`src/rtl/digit_entry_ctrl_if.sv`:
```
// rtl/digit_entry_ctrl_if.sv - keypad-side and memory-side signals of the digit entry sequencer
//
// Purpose: bundles the key input pulse and the registered write/status outputs.
// Ports (signals):
//   key_valid  one-cycle pulse per debounced key press
//   key_code   0-9 digit, A enter, C clear, others ignored
//   digit      value written while sel != 0
//   sel        one-hot write strobe (0001 left1 .. 1000 right0)
//   cursor     one-hot next position, 0000 when full or busy
//   full       all four digits entered
//   busy       clear sweep in progress
//   go         one-cycle pulse, enter pressed while full
// Modports: master drives keys (keypad side), slave is the sequencer.
interface digit_entry_ctrl_if;
    logic       key_valid;
    logic [3:0] key_code;
    logic [3:0] digit;
    logic [3:0] sel;
    logic [3:0] cursor;
    logic       full;
    logic       busy;
    logic       go;

    modport master (
        output key_valid, key_code,
        input  digit, sel, cursor, full, busy, go
    );

    modport slave (
        input  key_valid, key_code,
        output digit, sel, cursor, full, busy, go
    );
endinterface

```
`src/rtl/digit_entry_ctrl.sv`:
```
// rtl/digit_entry_ctrl.sv - keypad digit entry sequencer for four one-digit operand memories
//
// Purpose: turns key pulses into one-cycle one-hot write strobes that fill
//   left1 -> left0 -> right1 -> right0, sweeps all four to zero on clear or
//   on an inactivity timeout mid-entry, and pulses go on enter when full.
// Ports:
//   clk  system clock, rising edge
//   rst  asynchronous reset, active-high
//   bus  digit_entry_ctrl_if.slave: key_valid/key_code in;
//        digit/sel/cursor/full/busy/go out, all registered
// Parameters:
//   TIMEOUT_CYC  idle cycles allowed mid-entry before auto-clear
//   CNT_W        timeout counter width, must hold TIMEOUT_CYC
module digit_entry_ctrl #(
    parameter int TIMEOUT_CYC = 100_000_000,
    parameter int CNT_W       = 27
) (
    input  logic                clk,
    input  logic                rst,
    digit_entry_ctrl_if.slave   bus
);

    // POS0..POS3 take encodings 0..3 so state[1:0] is the position index.
    typedef enum logic [2:0] {
        POS0 = 3'd0,
        POS1 = 3'd1,
        POS2 = 3'd2,
        POS3 = 3'd3,
        DONE = 3'd4,
        CLR  = 3'd5
    } state_t;

    localparam logic [3:0]       KEY_ENTER  = 4'hA;
    localparam logic [3:0]       KEY_CLEAR  = 4'hC;
    localparam logic [CNT_W-1:0] TIMER_LAST = CNT_W'(TIMEOUT_CYC - 1);

    state_t           state;
    logic [1:0]       sweep_idx;
    logic [CNT_W-1:0] timer;

    logic in_pos;
    logic timing;
    logic key_digit;
    logic key_enter;
    logic key_clear;
    logic expired;
    logic start_clear;

    function automatic logic [3:0] onehot(input logic [1:0] k);
        return 4'b0001 << k;
    endfunction

    assign in_pos    = (state == POS0) || (state == POS1) ||
                       (state == POS2) || (state == POS3);
    assign timing    = (state == POS1) || (state == POS2) || (state == POS3);
    assign key_digit = bus.key_valid && (bus.key_code <= 4'd9) && in_pos;
    assign key_enter = bus.key_valid && (bus.key_code == KEY_ENTER);
    assign key_clear = bus.key_valid && (bus.key_code == KEY_CLEAR) && (state != CLR);
    assign expired   = timing && (timer == TIMER_LAST);
    // An accepted digit on the expiry cycle outranks the timeout.
    assign start_clear = key_clear || (expired && !key_digit);

    always_ff @(posedge clk or posedge rst) begin
        if (rst) begin
            state      <= POS0;
            sweep_idx  <= 2'd0;
            timer      <= '0;
            bus.sel    <= 4'b0000;
            bus.digit  <= 4'd0;
            bus.cursor <= 4'b0001;
            bus.full   <= 1'b0;
            bus.busy   <= 1'b0;
            bus.go     <= 1'b0;
        end else begin
            bus.sel   <= 4'b0000;
            bus.digit <= 4'd0;
            bus.go    <= 1'b0;

            if (start_clear) begin
                // First sweep strobe goes out together with busy.
                state      <= CLR;
                sweep_idx  <= 2'd0;
                timer      <= '0;
                bus.sel    <= 4'b0001;
                bus.cursor <= 4'b0000;
                bus.full   <= 1'b0;
                bus.busy   <= 1'b1;
            end else begin
                case (state)
                    POS0, POS1, POS2, POS3: begin
                        if (key_digit) begin
                            bus.sel   <= onehot(state[1:0]);
                            bus.digit <= bus.key_code;
                            timer     <= '0;
                            if (state == POS3) begin
                                state      <= DONE;
                                bus.cursor <= 4'b0000;
                                bus.full   <= 1'b1;
                            end else begin
                                state      <= state_t'(state + 3'd1);
                                bus.cursor <= onehot(state[1:0] + 2'd1);
                            end
                        end else if (timing) begin
                            // Enter and invalid codes do not reload the timer.
                            timer <= timer + 1'b1;
                        end
                    end
                    DONE: begin
                        if (key_enter) begin
                            bus.go <= 1'b1;
                        end
                    end
                    CLR: begin
                        // Keys are dropped for the whole sweep.
                        if (sweep_idx == 2'd3) begin
                            state      <= POS0;
                            sweep_idx  <= 2'd0;
                            bus.busy   <= 1'b0;
                            bus.cursor <= 4'b0001;
                        end else begin
                            sweep_idx <= sweep_idx + 2'd1;
                            bus.sel   <= onehot(sweep_idx + 2'd1);
                        end
                    end
                    default: begin
                        state      <= POS0;
                        sweep_idx  <= 2'd0;
                        timer      <= '0;
                        bus.cursor <= 4'b0001;
                        bus.full   <= 1'b0;
                        bus.busy   <= 1'b0;
                    end
                endcase
            end
        end
    end

endmodule

```
`src/flat_wrapper.sv`:
```
// flat-port wrapper written by rule: the top's interface ports become plain ports
module digit_entry_ctrl_flat 
#(
    parameter int TIMEOUT_CYC = 100_000_000,
    parameter int CNT_W       = 27
)
  (clk, rst, bus_key_valid, bus_key_code, bus_digit, bus_sel, bus_cursor, bus_full, bus_busy, bus_go);
  digit_entry_ctrl_if bus_i ();
  input  logic clk;
  input  logic rst;
  input wire logic [$bits(bus_i.key_valid)-1:0] bus_key_valid;
  input wire logic [$bits(bus_i.key_code)-1:0] bus_key_code;
  output wire logic [$bits(bus_i.digit)-1:0] bus_digit;
  output wire logic [$bits(bus_i.sel)-1:0] bus_sel;
  output wire logic [$bits(bus_i.cursor)-1:0] bus_cursor;
  output wire logic [$bits(bus_i.full)-1:0] bus_full;
  output wire logic [$bits(bus_i.busy)-1:0] bus_busy;
  output wire logic [$bits(bus_i.go)-1:0] bus_go;
  assign bus_i.key_valid = bus_key_valid;
  assign bus_i.key_code = bus_key_code;
  assign bus_digit = bus_i.digit;
  assign bus_sel = bus_i.sel;
  assign bus_cursor = bus_i.cursor;
  assign bus_full = bus_i.full;
  assign bus_busy = bus_i.busy;
  assign bus_go = bus_i.go;
  digit_entry_ctrl #(.TIMEOUT_CYC(TIMEOUT_CYC), .CNT_W(CNT_W)) u_core (.clk(clk), .rst(rst), .bus(bus_i));
endmodule
```
`config.mk`:
```
export PLATFORM = sky130hd
export DESIGN_NAME = digit_entry_ctrl_flat
export DESIGN_NICKNAME = d
export VERILOG_FILES = /design/src/rtl/digit_entry_ctrl_if.sv /design/src/rtl/digit_entry_ctrl.sv /design/src/flat_wrapper.sv
export SDC_FILE = /design/constraint.sdc
export NUM_CORES = 1
export LEC_CHECK = 0
export ABC_AREA = 1
export BUFFER_PORTS_ARGS = -buffer_cell sky130_fd_sc_hd__buf_2
export CAP_MARGIN = 0
export CELL_PAD_IN_SITES_DETAIL_PLACEMENT = 0
export CELL_PAD_IN_SITES_GLOBAL_PLACEMENT = 1
export CORE_UTILIZATION = 25
export CTS_CLUSTER_SIZE = 28
export DETAILED_ROUTE_END_ITERATION = 8
export PLACE_DENSITY_LB_ADDON = 0.05
export SETUP_SLACK_MARGIN = 0.3
export SLEW_MARGIN = 20
export SYNTH_ARGS = -nofsm -noshare
export SYNTH_HDL_FRONTEND = slang
export SYNTH_SLANG_ARGS = --single-unit
export TNS_END_PERCENT = 10
```
`constraint.sdc`:
```
create_clock -name clk -period 3.4 [get_ports clk]
set_clock_uncertainty 0.15 [all_clocks]
set_input_delay 0.17 -clock clk [delete_from_list [all_inputs] [get_ports clk]]
set_output_delay 0.17 -clock clk [all_outputs]
set_load 0.05 [all_outputs]
```
# Word level (Yosys, flattened, before mapping)
# Index checks and enable logic that the tools add are counted.
[classes]
n_addsub = 4
n_lt_le_gt_ge = 1
n_eq_ne = 17
shifts = 3
mux = 34
reduce_logical = 22
[op_table]
columns = ["op", "n"]
rows = [
  ["27-bit two-way mux", 3],
  ["27-bit one-hot mux with 2 select lines", 1],
  ["4-bit two-way mux", 10],
  ["27-bit by 1-bit adder with 27-bit output (second input constant)", 1],
  ["27-bit == test (second input constant)", 1],
  ["3-bit two-way mux", 4],
  ["4-bit one-hot mux with 3 select lines", 1],
  ["1-bit by 2-bit << shifter with 4-bit output (first input constant)", 3],
  ["3-bit by 1-bit != test with 1-bit output (second input constant)", 3],
  ["3-bit one-hot mux with 3 select lines", 1],
  ["4-bit == test (second input constant)", 2],
  ["1-bit two-way mux", 8],
  ["4-bit one-hot mux with 2 select lines", 1],
  ["1-bit logical AND", 7],
  ["3-bit by 2-bit == test with 1-bit output (second input constant)", 2],
  ["3-bit == test (second input constant)", 2],
  ["1-bit logical OR", 6],
  ["2-bit by 1-bit != test with 1-bit output (second input constant)", 3],
  ["3-bit AND reduction", 2],
  ["5-bit OR reduction", 1],
  ["2-bit by 1-bit adder with 2-bit output (second input constant)", 2],
  ["4-bit <= comparator (second input constant)", 1],
  ["2-bit two-way mux", 2],
  ["4-bit by 1-bit != test with 1-bit output (second input constant)", 1],
  ["other kinds (11)", 13],
]
[totals]
ff_bits = 47
input_bits = 7
output_inout_bits = 15

# Longest topological paths before layout
# Gate-level depths: netlist of the first run.
[depth]
word_depth = 10
depth_mapped = 15

# Worst setup path before layout of the first run
# Ideal clock, no wire load.
[synth_timing]
kind = "reg-to-reg"
startpoint = "reg u_core.state[2]"
endpoint = "reg u_core.timer[2]"
setup_time_ns = 0.116
arrival_time_ns = 2.131
slack_ns = 1.003
stages_incl_launch_ff = 15
n_path_buf = 3
path_cell_list = "dfrtp_1 > inv_2 > buf_2 > buf_1 > ha_1 > inv_1 > nand2_1 > nand2_1 > nor2_2 > nand2_4 > nand3_4 > nand2_8 > buf_2 > nand2_1 > nand2_1"
[synth_via]
elab_chain_cells = 10
[synth_lines]
columns = ["element", "line_no", "rtl"]
rows = [
  ["start, declared", "digit_entry_ctrl.sv:37", "state_t state;"],
  ["start signal, assigned", "digit_entry_ctrl.sv:100", "state <= state_t'(state + 3'd1);"],
  ["3-bit by 1-bit == test with 1-bit output or 3-bit logical NOT (tied branches)", "digit_entry_ctrl.sv:53, digit_entry_ctrl.sv:55, digit_entry_ctrl.sv:89", ""],
  ["1-bit logical OR (2 in a row)", "digit_entry_ctrl.sv:53", "assign in_pos = (state == POS0) || (state == POS1) ||"],
  ["1-bit logical OR", "digit_entry_ctrl.sv:54", "(state == POS2) || (state == POS3);"],
  ["1-bit logical AND", "digit_entry_ctrl.sv:56", "assign key_digit = bus.key_valid && (bus.key_code <= 4'd9) && in_pos;"],
  ["1-bit logical NOT", "digit_entry_ctrl.sv:61", "assign start_clear = key_clear || (expired && !key_digit);"],
  ["1-bit logical AND", "digit_entry_ctrl.sv:61", ""],
  ["1-bit logical OR", "digit_entry_ctrl.sv:61", ""],
  ["4-bit by 1-bit != test with 1-bit output (no source line) or 2-bit by 1-bit != test with 1-bit output (tied branches)", "n/a", ""],
  ["2-bit AND reduction (no source line)", "n/a", ""],
  ["end signal, assigned", "digit_entry_ctrl.sv:105", "timer <= timer + 1'b1;"],
  ["end, declared", "digit_entry_ctrl.sv:39", "logic [CNT_W-1:0] timer;"],
]
# Parallel ways exist; a longest one is shown, timed or not.
# A chain may end at the register's enable or synchronous reset.

# Worst setup path after layout of the first run
[layout_timing]
startpoint = "reg u_core.state[2]"
endpoint = "reg u_core.timer[24]"
# Same word-level chain as after synthesis.

==> key figures, run 1 <==
Route
  – Detailed router's first-iteration violation count: 151
  – Post-route ant nets: 0
  – Vias/cell: 4.34
  – Routed wire length per instance: 13.7 µm
  – Routed wire length: 9170 µm
  – Remaining routing DRC violations: 0
  – Vias: 2901
  – Initial DRT Pass Iterations: 4

Clock network
  – Worst-Skew Late Latency: 0.30 ns
  – Clock tree buffer depth: 2
  – CTS tree: yes
  – CTS buffer count: 5
  – Htree depth: 2
  – Sinks on Clock Net: 47
  – Reg clk slew, reported paths: 0.07 ns
  – Clock root buffer: clkbuf_16
  – Post-cts resize count: 0

Synth
  – Post-synth top cells: nand2_1, nor2_1, inv_1
  – Largest cells by area after synthesis: dfrtp_1, nand2_1, nor2_1
  – Mapped Cells: 469
  – Register area share after synthesis: 35.7%
  – Ys async rst share: 100%
  – Primary FF master, synth: dfrtp_1
  – Syn_nets: 488
  – Yosys warns: 0
  – Yosys top cell area share: 34.9%
  – Yosys reg bits: 47
  – Synthesized area: 0.00330 mm²
  – Count leader, synth: nand2_1
  – Post-synth cell types: 35
  – Number of synthesized flops with an enable pin: 0
  – Cell taking the most area after synthesis: dfrtp_1
  – Syn avg cell area: 7.04 µm²

STA
  – Unrepaired setup endpoints after global routing: false
  – Final Hold Vio Count: 0
  – Worst slew margin: 52.3%
  – Worst slew pin tran: 0.714 ns
  – Setup TNS Final: 0 ns
  – Final period util: 74.4%
  – # setup viols final: 0
  – Min Tclk post-route: 2.53 ns
  – Slew Viols, Final: 0
  – Max Freq: 395 MHz
  – Final WS setup: 0.870 ns
  – WHS: 0.119 ns

Layout
  – Register area: 0.00118 mm²
  – Nets: 514
  – ANT cells: 0
  – Fill cells: 1409
  – Layout cells sized above 1: 14.5%
  – Multi-input gate area: 0.00183 mm²
  – Layout area overhead: 13.5%
  – Final std cells w/o fill: 668

Worst setup path
  – Critical Path Source Type: register
  – Required @ worst endpoint: 3.49 ns
  – Slowest library cell on the worst path: dfrtp_1
  – Top fanout value on the critical path: 28
  – Crit path DAT: 2.62 ns
  – Most common cell on crit path: nand2_1
  – CP Capture Type: register
  – Cell breakdown of the critical path: inv_2, ha_1, inv_1, nand2_1, nand2_1, nor2_2, nand2_4, nand3_4, nand2_8, inv_8, nand2_1, nand2_1
  – WS Path Type: reg -> reg
  – Max incr delay on CP: 0.47 ns

Floorplan
  – Die width: 117 µm
  – # rows: 41
  – Die span in y: 117 µm
  – Initial Utilization: 25.8%
  – I/O Pins: 22
  – Core area: 0.0128 mm²
  – Die area: 0.0137 mm²

Pwr
  – PD cells: 623 mW/mm²
  – Leakage power: 1.87 nW
  – Peak supply drop: 0.000321 V

Global route
  – Grt ovf: 0
  – First-pass GRT wire length: 15400 µm
  – Gr usage total: 15.0%
  – Initial antenna violation count: 0
  – Vias in the first global route: 2822
  – Largest net degree at the start of global routing: 32

Run
  – Max Cap Viol: 0

Worst hold path
  – Hold WC Path Type: in -> reg

Place
  – GPL Wtd Cong: 0.767
  – DP Wirelength: 6640 µm
  – DP Cell Count: 655
  – Post-Place Worst Slack: 0.876 ns
  – IO buf count: 21

Status
  – Status: completed
-- kinds of logic (layout without fill, tap and decap cells) --
family | count (synthesis) | count (layout) | synth area share [%]
and+or+nand+nor | 315 | 315 | 43.7
buffers and inverters | 62 | 89 | 8.90
DFF | 47 | 47 | 35.7
AOI/OAI and AO/OA | 21 | 21 | 4.05
adders and majority gates | 12 | 12 | 4.55
xor gates and xnor gates | 12 | 12 | 3.18
-- report_power, final --
part	internal (W)	switching (W)	total (W)
Combinational	0.000277	0.000828	0.00111
Sequential	0.000646	0.0000717	0.000717
Clock	0.000276	0.000237	0.000514
Total	0.00120	0.00114	0.00234
-- placed cells by master, fill, tap and decap left out, drive strengths merged --
| master | count |
|---|---|
| a21oi | 6 |
| buf | 24 |
| clkbuf | 6 |
| clkinvlp | 1 |
| dfrtp | 46 |
| dfstp | 1 |
| dlygate4sd3 | 5 |
| ha | 12 |
| inv | 53 |
| nand2 | 178 |
| nand3 | 33 |
| nand3b | 1 |
| nand4 | 16 |
| nor2 | 82 |
| nor3 | 5 |
| o211ai | 3 |
| o21ai | 10 |
| o21bai | 2 |
| xnor2 | 3 |
| xor2 | 9 |
-- repair_timing --
item	CTS	global route
endpoints found under the hold margin	34	0
hold buffers	5	0
buffers inserted	0	0
-- worst max-delay path: cells and delay by family, from the launching register on --
family / cells / cell delay, ns
simple gates: 8 / 0.87
flops: 1 / 0.47
buf+inv: 3 / 0.72
fa+ha+maj: 1 / 0.24
-- per-stage QoR --
stage               power, W  instance area (µm²)  utilization [%]
floorplan            0.00167                 3300                -
global placement     0.00186                 3550             27.8
detailed placement   0.00186                 3550             27.8
CTS                  0.00240                 3750             29.3
global route         0.00254                 3750             29.3
finish               0.00234                 3750             29.3
-- final cells by class --
type / instances / area share, %
inverters: 52 / 5.41
repair buffers: 29 / 4.74
clock inverters: 2 / 0.434
well taps: 172 / 5.74
clock buffers: 6 / 3.44
flip-flops and latches: 47 / 31.4
multi-input cells: 360 / 48.8
-- per-layer routing --
metal  part of all wire, %  routed length, µm  GRT usage, %
met5                     0                  0             0
met4                  0.57                 52          3.80
met3                   3.3                307          3.35
met2                    42               3890          22.3
met1                    54               4930          21.7
-- path summary, 6_finish.rpt --
check / from / to / slack [ns] / cells after the start
worst max-delay path: u_core.state[2] / u_core.timer[24] / 0.87 / 12
worst min-delay path: bus_key_valid / u_core.bus.go / 0.12 / 5
worst max register to register: u_core.state[2] / u_core.timer[24] / 0.87 / 12
worst min register to register: u_core.bus.cursor[0] / u_core.bus.cursor[0] / 0.31 / 2
max in group asynchronous: rst / u_core.bus.cursor[0] / 1.95 / 4
min in group asynchronous: rst / u_core.timer[15] / 0.38 / 3
-- registers in the layout, summed over array words and instances (netlist names) --
register and flops:
u_core.bus.sel 4, u_core.bus.busy 1, u_core.state 3, u_core.timer 27, u_core.bus.cursor 4, u_core.bus.full 1, u_core.sweep_idx 2, u_core.bus.digit 4
u_core.bus.go 1
Note: power is estimated with default switching activity, not from simulation.
==> run 2: changes to the inputs <==
==> constraint.sdc (replaced) <==
create_clock -name clk -period 2.6 [get_ports clk]
set_clock_uncertainty 0.15 [all_clocks]
set_input_delay 0.13 -clock clk [delete_from_list [all_inputs] [get_ports clk]]
set_output_delay 0.13 -clock clk [all_outputs]
set_load 0.05 [all_outputs]
==> run 2 against run 1 <==
Maximum frequency is 14% higher. First-iteration DRC count up 17%. Sequential share of layout area is 1.1 points lower. Setup slack got worse by 0.49 ns. Register-to-register slack lost 0.49 ns. Cell count rose by 1.6%. Core utilization increased by 1.1 points. Routed wire length increased by 5.3%. Largest cell class unchanged. Largest power group unchanged.
==> key figures, run 2 (synthesized netlist as in run 1, its figures left out) <==
Floorplan
  – Die width: 117 µm (unchanged)
  – Core area: 0.0128 mm² (unchanged)
  – Die area: 0.0137 mm² (unchanged)
  – Initial Utilization: 25.8% (unchanged)
  – I/O Pins: 22 (unchanged)
  – Die span in y: 117 µm (unchanged)
  – # rows: 41 (unchanged)

Layout
  – Final std cells w/o fill: 679 (+1.6%)
  – Reg with most FFs: u_core.timer
  – Nets: 525 (+2.1%)
  – ANT cells: 0 (unchanged)
  – Fill cells: 1420 (+0.78%)
  – Number of flip-flops in the largest register: 27 (unchanged)
  – Layout area overhead: 17.8%
  – Most frequent cells in the layout: nand2_1, nor2_1, inv_1, dfrtp_1, nand3_1
  – Most common cell after layout, fill and taps aside: nand2_1
  – Layout cells sized above 1: 17.2% (+2.6 points)

STA
  – Worst slew margin: 70.9% (+19 points)
  – # setup viols final: 0 (unchanged)
  – Max Freq: 451 MHz (+14%)
  – Slew Viols, Final: 0 (unchanged)
  – Min Tclk post-route: 2.22 ns (-0.313 ns)
  – Unrepaired setup endpoints after global routing: true
  – WHS: 0.0789 ns (-0.0399 ns)
  – Setup TNS Final: 0 ns (unchanged)
  – Final period util: 85.3% (+11 points)
  – Worst slew pin tran: 0.436 ns (-0.278 ns)
  – Final Hold Vio Count: 0 (unchanged)

Route
  – Initial DRT Pass Iterations: 4 (unchanged)
  – Post-route ant nets: 0 (unchanged)
  – Routed wire length: 9660 µm (+5.3%)
  – Vias: 2931 (+1.0%)
  – Routed wire length per instance: 14.2 µm (+3.6%)
  – Remaining routing DRC violations: 0 (unchanged)
  – Vias/cell: 4.32 (-0.60%)
  – Detailed router's first-iteration violation count: 176 (+17%)

Pwr
  – Leakage power: 1.94 nW (+3.8%)
  – Peak supply drop: 0.000305 V (-5.2%)
  – PD cells: 887 mW/mm² (+42%)

Clock network
  – CTS tree: yes
  – Clock root buffer: clkbuf_16
  – CTS buffer count: 5 (unchanged)
  – Worst-Skew Late Latency: 0.30 ns (about the same)
  – Htree depth: 2 (unchanged)
  – Reg clk slew, reported paths: 0.07 ns (about the same)
  – Sinks on Clock Net: 47 (unchanged)
  – Clock tree buffer depth: 2 (unchanged)

Global route
  – Largest net degree at the start of global routing: 28 (-13%)
  – Initial antenna violation count: 0 (unchanged)
  – Gr usage total: 15.0% (-0.019 points)
  – Grt ovf: 0 (unchanged)
  – Vias in the first global route: 2677 (-5.1%)
  – First-pass GRT wire length: 15000 µm (-2.6%)

Worst setup path
  – Cell breakdown of the critical path: ha_1, ha_1, inv_2, nand3_4, nand2_4, nand4_4, nand2_8, buf_4, nand2_1, nand2_1
  – Top fanout value on the critical path: 10 (-64%)
  – Slowest library cell on the worst path: dfrtp_1
  – Crit path DAT: 2.31 ns (-0.31 ns)
  – Critical Path Source Type: register
  – Terminus of the critical flop-to-flop path: u_core.timer[21]
  – Required @ worst endpoint: 2.69 ns (-0.80 ns)
  – WS Path Type: reg -> reg
  – Max incr delay on CP: 0.44 ns (-0.03 ns)
  – Reg2reg start: u_core.state[0]
  – CP Capture Type: register
  – Reg2reg path depth: 10 (-2)
  – R2r setup slk: 0.38 ns (-0.49 ns)

Place
  – GPL Wtd Cong: 0.768 (about the same)
  – DP Cell Count: 658 (+0.46%)
  – IO buf count: 21 (unchanged)
  – DP Wirelength: 6650 µm (about the same)

Worst hold path
  – Hold WC Path Type: in -> reg
  – Hold path depth: 5 (unchanged)
  – Hold EP: u_core.bus.go
  – HP Start: bus_key_valid

Run
  – Max Cap Viol: 0 (unchanged)

Status
  – Status: completed
-- run 2: worst max-delay path by stage --
stage                                from  slack (ns)                to
after CTS                 u_core.state[0]        0.30   u_core.timer[6]
after global placement    u_core.state[0]        0.27   u_core.timer[1]
final                     u_core.state[0]        0.38  u_core.timer[21]
after global routing      u_core.state[0]        0.26  u_core.timer[21]
after floorplan           u_core.state[2]        0.31   u_core.timer[2]
after detailed placement  u_core.state[1]        0.24   u_core.timer[6]
-- run 2: metrics by stage --
stage	area, µm²	setup slack (ns)	utilization, %	power (W)
3_5_place_dp	3580	0.238	28.0	0.00249
2_1_floorplan	3300	0.311	-	0.00219
6_report	3890	0.383	30.5	0.00345
3_3_place_gp	3580	0.273	28.0	0.00250
5_1_grt	3890	0.263	30.5	0.00370
4_1_cts	3800	0.302	29.7	0.00331
-- run 2: layout make-up --
class / instances / area (µm²) / share of cell area, %
sequential: 47 / 1180 / 30.3
inverter: 52 / 208 / 5.34
tap: 172 / 215 / 5.53
timing repair buffer: 38 / 253 / 6.50
multi-input combinational: 362 / 1860 / 47.9
clock inverter: 3 / 46.3 / 1.19
clock buffer: 5 / 125 / 3.22
-- run 2: per-layer routing --
layer | GRT usage [%] | part of all wire (%) | vias to the layer above
met5 | 0 | 0 | -
met4 | 5.32 | 1.6 | 0
met3 | 2.47 | 2.1 | 9
met2 | 21.1 | 42 | 35
met1 | 22.7 | 54 | 1352
li1 | - | - | 1535
-- run 2: repair_timing --
action / 4_1_cts / 5_1_grt
setup buffers: 0 / 6
gates cloned: 0 / 2
endpoints found under the hold margin: 21 / 0
pin swaps: 0 / 2
endpoints found under the setup margin: 31 / 38
gates resized for setup: 1 / 7
hold buffers: 5 / 0
-- run 2: worst max-delay path: cells and delay by family (launching register included) --
kind | cells | cell delay (ns)
fa+ha+maj | 2 | 0.46
simple gates | 6 | 0.79
buf+inv | 2 | 0.29
flops | 1 | 0.44
-- run 2: power by group --
group | switching, W | leakage, nW | total (W) | internal (W)
Clock | 0.000327 | 0.0804 | 0.000785 | 0.000458
Sequential | 0.0000975 | 0.637 | 0.000943 | 0.000845
Combinational | 0.00123 | 1.22 | 0.00172 | 0.000491
